<file path="config.mk">
export PLATFORM = sky130hd
export DESIGN_NAME = reorder_buffer_mc
export DESIGN_NICKNAME = d
export VERILOG_FILES = /design/src/rtl/reorder_buffer_mc.sv
export SDC_FILE = /design/constraint.sdc
export NUM_CORES = 2
export LEC_CHECK = 0
export BUFFER_PORTS_ARGS = -buffer_cell sky130_fd_sc_hd__buf_2
export CAP_MARGIN = 5
export CORE_ASPECT_RATIO = 1.25
export CORE_MARGIN = 1
export CORE_UTILIZATION = 56
export CTS_CLUSTER_DIAMETER = 50
export DETAILED_ROUTE_END_ITERATION = 7
export GPL_TIMING_DRIVEN = 0
export PLACE_DENSITY_LB_ADDON = 0.05
export SLEW_MARGIN = 20
export SYNTH_ARGS = -nofsm -noshare
export SYNTH_HDL_FRONTEND = slang
export SYNTH_SLANG_ARGS = --single-unit
</file>
<file path="constraint.sdc">
create_clock -name clk -period 4.2 [get_ports clk]
set_input_delay 0 -clock clk [delete_from_list [all_inputs] [get_ports clk]]
set_output_delay 0 -clock clk [all_outputs]
set_load 0.02 [all_outputs]
</file>
<file path="src/rtl/reorder_buffer_mc.sv">
// Multi-commit, multi-writeback reorder buffer: in-order allocate, out-of-order
// writeback, up to COMMIT_WIDTH in-order retirements per cycle, flush on mispredict/exception.
module reorder_buffer_mc #(
  parameter int  DATA         = 32,
  parameter int  ADDR         = 32,
  parameter int  ROB_DEPTH    = 16,
  parameter int  COMMIT_WIDTH = 2,
  parameter int  WB_PORTS     = 2,
  parameter int  REG          = 5,
  parameter int  EXP          = 4,
  localparam int IW           = $clog2(ROB_DEPTH)
) (
  input  logic                         clk,
  input  logic                         reset,
  input  logic                         dec_e_,
  input  logic [ADDR-1:0]              dec_pc,
  input  logic                         dec_rd_we,
  input  logic [REG-1:0]               dec_rd,
  output logic [IW-1:0]                dec_rob_id,
  output logic                         rob_busy,
  output logic [IW:0]                  rob_count,
  input  logic [WB_PORTS-1:0]          wb_e_,
  input  logic [WB_PORTS*IW-1:0]       wb_rob_id,
  input  logic [WB_PORTS*DATA-1:0]     wb_data,
  input  logic [WB_PORTS-1:0]          wb_exp_,
  input  logic [WB_PORTS*EXP-1:0]      wb_exp_code,
  input  logic [WB_PORTS-1:0]          wb_pred_miss_,
  input  logic                         creg_exp_mask,
  input  logic [ADDR-1:0]              creg_tvec,
  output logic [COMMIT_WIDTH-1:0]      commit_e_,
  output logic [COMMIT_WIDTH*ADDR-1:0] commit_pc,
  output logic [COMMIT_WIDTH-1:0]      commit_rd_we,
  output logic [COMMIT_WIDTH*REG-1:0]  commit_rd,
  output logic [COMMIT_WIDTH*DATA-1:0] commit_data,
  output logic [COMMIT_WIDTH*IW-1:0]   commit_rob_id,
  output logic                         flush_,
  output logic                         commit_exp_,
  output logic [EXP-1:0]               commit_exp_code,
  output logic [ADDR-1:0]              exp_handler_pc
);

  logic [ROB_DEPTH-1:0] valid_q, done_q, exp_q, miss_q, rd_we_q;
  logic [ADDR-1:0]      pc_q   [ROB_DEPTH];
  logic [REG-1:0]       rd_q   [ROB_DEPTH];
  logic [DATA-1:0]      data_q [ROB_DEPTH];
  logic [EXP-1:0]       code_q [ROB_DEPTH];
  logic [IW-1:0]        head_q, tail_q;
  logic [IW:0]          count_q;

  logic                    alloc;
  logic [IW-1:0]           wb_id    [WB_PORTS];
  logic [IW-1:0]           slot_idx [COMMIT_WIDTH];
  logic [COMMIT_WIDTH-1:0] sel;
  logic [IW:0]             k;
  logic                    sel_stop, term, term_exp;
  logic [EXP-1:0]          term_code;

  assign dec_rob_id = tail_q;
  assign rob_count  = count_q;
  assign rob_busy   = (count_q == (IW+1)'(ROB_DEPTH));
  assign alloc      = !dec_e_ && !rob_busy;

  always_comb begin
    for (int p = 0; p < WB_PORTS; p++) wb_id[p] = wb_rob_id[p*IW +: IW];
    for (int s = 0; s < COMMIT_WIDTH; s++) slot_idx[s] = head_q + IW'(s);
  end

  // Commit window: longest done prefix from head, cut after a flush-causing entry.
  always_comb begin
    // NOTE: every variable written here gets a default first so no path can infer a latch.
    sel       = '0;
    k         = '0;
    sel_stop  = 1'b0;
    term      = 1'b0;
    term_exp  = 1'b0;
    term_code = '0;
    for (int s = 0; s < COMMIT_WIDTH; s++) begin
      if (!sel_stop) begin
        if (valid_q[slot_idx[s]] && done_q[slot_idx[s]]) begin
          sel[s] = 1'b1;
          k      = k + (IW+1)'(1);
          if (miss_q[slot_idx[s]] || (exp_q[slot_idx[s]] && !creg_exp_mask)) begin
            term      = 1'b1;
            term_exp  = exp_q[slot_idx[s]] && !creg_exp_mask;
            term_code = code_q[slot_idx[s]];
            sel_stop  = 1'b1;
          end
        end else begin
          sel_stop = 1'b1;
        end
      end
    end
  end

  // Control state and registered commit outputs.
  always_ff @(posedge clk) begin
    // NOTE: sequential state uses non-blocking assignments so every register samples pre-edge values.
    if (reset) begin
      valid_q         <= '0;
      head_q          <= '0;
      tail_q          <= '0;
      count_q         <= '0;
      commit_e_       <= '1;
      commit_pc       <= '0;
      commit_rd_we    <= '0;
      commit_rd       <= '0;
      commit_data     <= '0;
      commit_rob_id   <= '0;
      flush_          <= 1'b1;
      commit_exp_     <= 1'b1;
      commit_exp_code <= '0;
      exp_handler_pc  <= '0;
    end else begin
      for (int s = 0; s < COMMIT_WIDTH; s++) begin
        commit_e_[s]                   <= ~sel[s];
        commit_pc[s*ADDR +: ADDR]      <= sel[s] ? pc_q[slot_idx[s]]   : '0;
        commit_rd_we[s]                <= sel[s] & rd_we_q[slot_idx[s]];
        commit_rd[s*REG +: REG]        <= sel[s] ? rd_q[slot_idx[s]]   : '0;
        commit_data[s*DATA +: DATA]    <= sel[s] ? data_q[slot_idx[s]] : '0;
        commit_rob_id[s*IW +: IW]      <= sel[s] ? slot_idx[s]         : '0;
      end
      flush_      <= ~term;
      commit_exp_ <= ~term_exp;
      if (term_exp) begin
        commit_exp_code <= term_code;
        exp_handler_pc  <= creg_tvec;
      end
      if (term) begin
        // Same-cycle allocation and writebacks die with the flush.
        valid_q <= '0;
        head_q  <= '0;
        tail_q  <= '0;
        count_q <= '0;
      end else begin
        for (int s = 0; s < COMMIT_WIDTH; s++) begin
          if (sel[s]) valid_q[slot_idx[s]] <= 1'b0;
        end
        if (alloc) begin
          valid_q[tail_q] <= 1'b1;
          tail_q          <= tail_q + IW'(1);
        end
        head_q  <= head_q + k[IW-1:0];
        count_q <= count_q + (IW+1)'(alloc) - k;
      end
    end
  end

  // NOTE: the payload arrays carry no reset; valid_q alone decides whether an entry means anything.
  always_ff @(posedge clk) begin
    // Highest port first so the lowest port's write lands last and wins.
    for (int p = WB_PORTS-1; p >= 0; p--) begin
      if (!wb_e_[p] && valid_q[wb_id[p]]) begin
        done_q[wb_id[p]] <= 1'b1;
        data_q[wb_id[p]] <= wb_data[p*DATA +: DATA];
        exp_q[wb_id[p]]  <= ~wb_exp_[p];
        code_q[wb_id[p]] <= wb_exp_code[p*EXP +: EXP];
        miss_q[wb_id[p]] <= ~wb_pred_miss_[p];
      end
    end
    if (alloc) begin
      done_q[tail_q]  <= 1'b0;
      exp_q[tail_q]   <= 1'b0;
      miss_q[tail_q]  <= 1'b0;
      pc_q[tail_q]    <= dec_pc;
      rd_we_q[tail_q] <= dec_rd_we;
      rd_q[tail_q]    <= dec_rd;
    end
  end

endmodule
</file>
# Word-level counts from Yosys, hierarchy flattened

Memory sizes are Yosys's and may differ from the RTL's. A register that Yosys moved wholly into a read port is not among the register bits.
Index checks and enable logic that the tools add are counted.

Reduce and logical (&&, ||, !) cells: 22
Add/sub/neg operators: 6
Mux-type cells: 84
Equal/unequal tests: 1
Order comparisons: 10
Bitwise operators: 21

Operator list:

| cell                                                                         | count |
|---|---|
| 16-bit two-way mux                                                           | 16 |
| 16-bit AND                                                                   | 5 |
| 16-bit bitwise mux                                                           | 5 |
| 1-bit binary-select mux with 4-bit select                                    | 12 |
| 16-bit inverter                                                              | 3 |
| 16-bit bitwise OR                                                            | 3 |
| 1-bit two-way mux                                                            | 38 |
| 4-bit by 5-bit less-than comparator with 1-bit output, second input constant | 5 |
| 4-bit two-way mux                                                            | 6 |
| 1-bit demux with 4-bit select                                                | 5 |
| 4-bit by 1-bit >= comparator with 1-bit output, second input constant        | 5 |
| 1-bit logical AND                                                            | 12 |
| 5-bit two-way mux                                                            | 2 |
| 4-bit by 1-bit adder with 4-bit output, second input constant                | 2 |
| 1-bit inverter                                                               | 8 |
| 2-bit OR reduction                                                           | 3 |
| 5-bit by 1-bit adder with 5-bit output                                       | 1 |
| 5-bit by 1-bit adder with 5-bit output, second input constant                | 1 |
| 5-bit == test, second input constant                                         | 1 |
| 1-bit logical NOT                                                            | 5 |
| 5-bit subtractor                                                             | 1 |
| 4-bit adder                                                                  | 1 |
| 1-bit AND                                                                    | 2 |
| 1-bit logical OR                                                             | 2 |

Memory bits (writable): 1168
Input port bits: 160
Memories: 4
Output and inout bits: 198
Flip-flop bits (word level): 143
Word-level logic and storage cells: 164

Memory list:

| name   | depth | bits a word | read ports | clocked after Yosys merged registers in | write ports | line | text |
|---|---|---|---|---|---|---|---|
| data_q | 16    | 32          | 2          | 2                                       | 2           | 45   | `logic [DATA-1:0] data_q [ROB_DEPTH];` |
| pc_q   | 16    | 32          | 2          | 2                                       | 1           | 43   | `logic [ADDR-1:0] pc_q [ROB_DEPTH];` |
| rd_q   | 16    | 5           | 2          | 2                                       | 1           | 44   | `logic [REG-1:0] rd_q [ROB_DEPTH];` |
| code_q | 16    | 4           | 2          | 1                                       | 2           | 46   | `logic [EXP-1:0] code_q [ROB_DEPTH];` |

# Longest topological paths before layout

Word-level depth: 17
Depth in mapped cells: 25
Depth with buffers taken out: 21

# Least setup slack after synthesis

OpenSTA, ideal clock, no wires.

Kind: reg2reg
Start point: register head_q[1]
End point: register count_q[4], in the netlist rob_count[4]
Period minus slack after synthesis: 4.265 ns
Library setup time: 0.118 ns
Data required time: 4.082 ns
Slack: -0.065 ns
Arrival: 4.147 ns
Path buffers: 5
Cell stages (with the launch flop): 26
Cells stage by stage: dfxtp_1 > buf_2 > buf_4 > inv_1 > ha_1 > clkbuf_2 > buf_2 > buf_4 > o211ai_1 > o21ai_0 > o22ai_1 > or2_2 > ha_1 > inv_1 > a21oi_1 > ha_1 > inv_1 > ha_1 > inv_1 > fa_1 > inv_1 > a21oi_1 > nor2_1 > nor2_1 > xnor2_1 > nor2_1

RTL lines:

| what                   | line | text |
|---|---|---|
| start, declared        | 47   | `logic [IW-1:0] head_q, tail_q;` |
| start signal, assigned | 142  | `head_q <= head_q + k[IW-1:0];` |
| end signal, assigned   | 143  | `count_q <= count_q + (IW+1)'(alloc) - k;` |
| end, declared          | 48   | `logic [IW:0] count_q;` |

# Worst setup path after layout

Start point: register head_q[0]
End point: register commit_data[32], read port of data_q

Longest elaborated chain between the ends: 9
Elaborated cells between the ends (all ways): 23
Those cells by class: add/sub (1); mux (16); bitwise (1); reduce/logical (5)

Ends and longest elaborated chain:

| what                                                                           | line | text |
|---|---|---|
| branches (longest 9 deep; another with 4-bit by 1-bit adder with 4-bit output) | --   |  |
| end, declared                                                                  | 34   | `output logic [COMMIT_WIDTH*DATA-1:0] commit_data,` |

Several ways; the timed one is not identified. The select of a mux whose other input is x is not followed.
A chain may end at the register's enable or synchronous reset.

==> results.md <==
- Arrival @ worst endpoint: 4.91 ns
- Nets: 4,848
- Clk_skew: 0.0232 ns
- GPL Wtd Cong: 0.939
- RR Endpoint: commit_data[32]
- Crit path cell chain: buf_12 > buf_2 > buf_4 > buf_2 > clkbuf_1 > buf_2 > mux4_2 > mux4_2 > nor2b_1
- Top_reg_cell synth: edfxtp_1
- Mapped Cells: 3,888
- Worst Hold Class: primary input to register
- Seq cells post-synth: 1,449
- Instance count on the critical path: 9
- Worst setup EP type: register
- Adder-Cell Fraction of Synth Area: 0.374%
- Pleak: 27.9 nW
- Routed vias/inst: 6.98
- Largest net degree at the start of global routing: 36
- Met3 GRT Util: 8.21%
- Max cap viols: 0
- Port bufs: 354
- Relative slew slack: 17.0%
- Final Hold Vio Count: 0
- Crit-path slowest cell: clkbuf_1
- Worst hold slack: 0.0233 ns
- Unique cell type count in the Yosys netlist: 54
- WS Path Type: register to register
- Final worst slack: -0.0533 ns
- Die ar.: 128,000 sq um
- H-tree Lvls: 4
- Die width: 320 um
- Via count: 44.9k
- Max Root-Sink Buffers: 3
- Critical path endpoint: commit_data[32]
- Worst path max stage delay: 0.68 ns
- Crit-path max FO: 10
- # DRC: 0
- Final WL: 238 mm
- Vias in the first global route: 45.1k
- Sink Count: 1,449
- Total GRT Usage: 37.5%
- DRT Pass-1 Iters: 6
- Final setup fails: 4
- Post-route cell area: 83,500 sq um
- Reg2reg start: head_q[0]
- Worst slew pin tran: 1.25 ns
- Failing checks: negative setup slack
- Highest Clock Rate: 235 MHz
- Crit path launch: head_q[0]
- Power per cell area: 381 nW/um^2
- Gr busiest metal: met2
- Reg2Reg Depth: 9
- Clk_lat worst skew: 0.81 ns
- Post-synthesis net count: 4,068
- Clk root buf: clkbuf_16
- CP Launch Type: register
- WP data required: 4.85 ns
- Met2 Use GR: 62.8%
- Synth warn: 0
- Synth Area in Compound Gates: 1.74%
- Detailed Place HPWL: 159 mm
- Initial antenna violation count: 21
- CTS Buf Count: 154
- Routed length per instance: 37.0 um
- Synth Area in Simple Gates: 3.22%
- Mean Syn Cell Area: 18.2 sq um
- First-pass GRT wire length: 331 mm
- Layout cells sized above 1: 46.2%
- DRT iter0 DRCs: 5,510
- RSZ-0062 raised after global routing: no
- Final Cycle Share: 101%
- Buffer and inverter count on the worst path: 6
- CTS tree: built
- Critical path's most frequent cell: buf_2
- Max IR drop VDD: 336 uV
- Mux contribution to synthesized area: 34.4%
- Sequential fraction of the synthesis area: 57.6%
- Synth-to-layout area growth: 17.8%
- Number of synthesized flops with an enable pin: 1,184
- Post-route minimum period: 4.25 ns
- Slew Viols, Final: 0
- Final ANT Viol Nets: 0
- Dpl cell area: 75,700 sq um
- Post-synth ARST share: 0%
- IO Count: 358
- Status: finished, violations left
- Number of core rows: 145
- Die height: 400 um
- XOR/XNOR Fraction of Synth Area: 0.198%
- GRT overflow: 0
- Main combinational cell family by area after synthesis: multiplexers
- Initial Utilization: 56.6%
- Mapped cell area: 70,900 sq um
- Worst reg-to-reg setup slack: -0.05 ns
- GR Layer Usage met1: 44.9%
- Core Region: 125,000 sq um
- Delay-heaviest family, CP: buffers and inverters
- Worst-path clk slew: 0.06 ns
## per-layer routing
layer	wire, um	part of all wire (%)
met1	81700	34
met3	22600	9.5
met2	118000	50
met4	15200	6.4
met5	165	0.069
## report_power, final
| group | internal (mW) | switching, mW | leakage (nW) |
|---|---|---|---|
| Combinational | 0.867 | 0.896 | 12.6 |
| Sequential | 15.8 | 0.136 | 12.8 |
| Clock | 8.25 | 5.90 | 2.56 |
| Total | 24.9 | 6.93 | 27.9 |
## final cells by class
| class | count | area [sq um] |
|---|---|---|
| Fill cell | 8593 | 41700 |
| Sequential cell | 1449 | 40900 |
| Multi-Input combinational cell | 2036 | 28500 |
| Timing Repair Buffer | 627 | 4950 |
| Clock buffer | 210 | 4430 |
| Tap cell | 1617 | 2020 |
| Buffer | 361 | 1720 |
| Clock inverter | 80 | 810 |
| Inverter | 39 | 190 |
| Antenna cell | 12 | 30.0 |
## metrics by stage
step                      TNS (ns)  util, %  setup slack [ns]  total power [mW]  instances
after floorplan                  0        -            0.0294              17.1       3888
after global placement    -1040.04     59.7             -1.79              17.7       5859
after detailed placement   -107.91     60.5             -1.46              17.8       5894
after CTS                        0     66.6            0.0132              31.9       6409
after global routing             0     66.7           0.00745              32.5       6422
final                       -0.100     66.7           -0.0533              31.8       6431
## synthesized netlist by cell type (all sizes together) (2+ instances only)
library cell / n / area (sq um)
and3: 5 / 31.3
a211oi: 3 / 22.5
nor3: 2 / 10.0
or2: 4 / 25.0
o211ai: 16 / 120
edfxtp: 1184 / 35600
a21oi: 37 / 189
nand4: 5 / 31.3
xor2: 6 / 60.1
mux4: 770 / 17300
nand2: 71 / 267
and2: 5 / 31.3
a21o: 2 / 15.0
and3b: 2 / 17.5
dfxtp: 265 / 5310
nand3: 47 / 235
o311ai: 5 / 43.8
o21ai: 35 / 175
a32oi: 5 / 43.8
clkbuf: 150 / 564
fa: 2 / 40.0
o221ai: 4 / 35.0
nor2b: 155 / 970
mux2: 576 / 6490
a31oi: 8 / 50.1
ha: 18 / 225
a22oi: 6 / 45.0
a221oi: 15 / 156
nor2: 54 / 203
mux2i: 57 / 571
o32ai: 16 / 140
xnor2: 7 / 80.1
o21a: 16 / 120
inv: 39 / 146
buf: 214 / 991
nand2b: 72 / 450
o2111ai: 2 / 17.5
## kinds of logic (layout without fill, tap and decap cells)
group | after synthesis | after routing
buffers and inverters | 403 | 1317
AO/OA/AOI/OAI | 176 | 176
AND/OR/NAND/NOR | 424 | 424
flip-flops | 1449 | 1449
multiplexers | 1403 | 1403
XOR/XNOR | 13 | 13
other | 0 | 12
adder cells (fa/ha/maj) | 20 | 20
## registers in the layout, summed over array words and instances (netlist names), 32 cells and up
| name | cells |
|---|---|
| code_q | 64 |
| data_q | 512 |
| rd_q | 80 |
| commit_pc | 64 |
| exp_handler_pc | 32 |
| pc_q | 512 |
| commit_data | 64 |
## how the worst min path moves through the flow
stage,from,to,slack (ns),depth (start not counted)
2_1_floorplan,dec_pc[0],pc_q[0][0],0.1,0
3_3_place_gp,creg_tvec[15],exp_handler_pc[15],0.26,3
3_5_place_dp,creg_tvec[29],exp_handler_pc[29],0.27,3
4_1_cts,creg_tvec[1],exp_handler_pc[1],0.0001,4
5_1_grt,creg_tvec[1],exp_handler_pc[1],0.04,4
6_report,creg_tvec[1],exp_handler_pc[1],0.02,4
## tightest hold or removal path, delay by kind of cell
kind                   cells  cell delay, ns
buffers and inverters      2            0.65
muxes                      1            0.06
and+or+nand+nor            1            0.05
## timing repair
action                                 4_1_cts  5_1_grt
setup endpoints to repair                  208       32
pin swaps                                    1        5
endpoints found under the hold margin     1220        0
setup buffers                                7       12
gates resized for setup                     68        7
hold buffers                               219        0
## cells in the final DEF (no fill, tap or decap), types with 25 or more instances in the layout
| master | Yosys | layout |
|---|---|---|
| nand2b_1 | 72 | 71 |
| a21oi_1 | 36 | 35 |
| buf_2 | 93 | 460 |
| dlygate4sd3_1 | 0 | 219 |
| dfxtp_1 | 265 | 263 |
| clkbuf_16 | 0 | 167 |
| nand3_1 | 47 | 47 |
| clkbuf_2 | 1 | 30 |
| edfxtp_1 | 1184 | 1184 |
| mux4_2 | 770 | 770 |
| buf_1 | 106 | 74 |
| nor2b_1 | 155 | 154 |
| buf_4 | 11 | 30 |
| nor2_1 | 54 | 54 |
| clkinv_2 | 0 | 25 |
| o21ai_0 | 35 | 33 |
| nand2_1 | 71 | 55 |
| mux2i_1 | 57 | 57 |
| mux2_2 | 576 | 576 |
| clkbuf_1 | 149 | 157 |
Note: power is estimated with default switching activity, not from simulation.
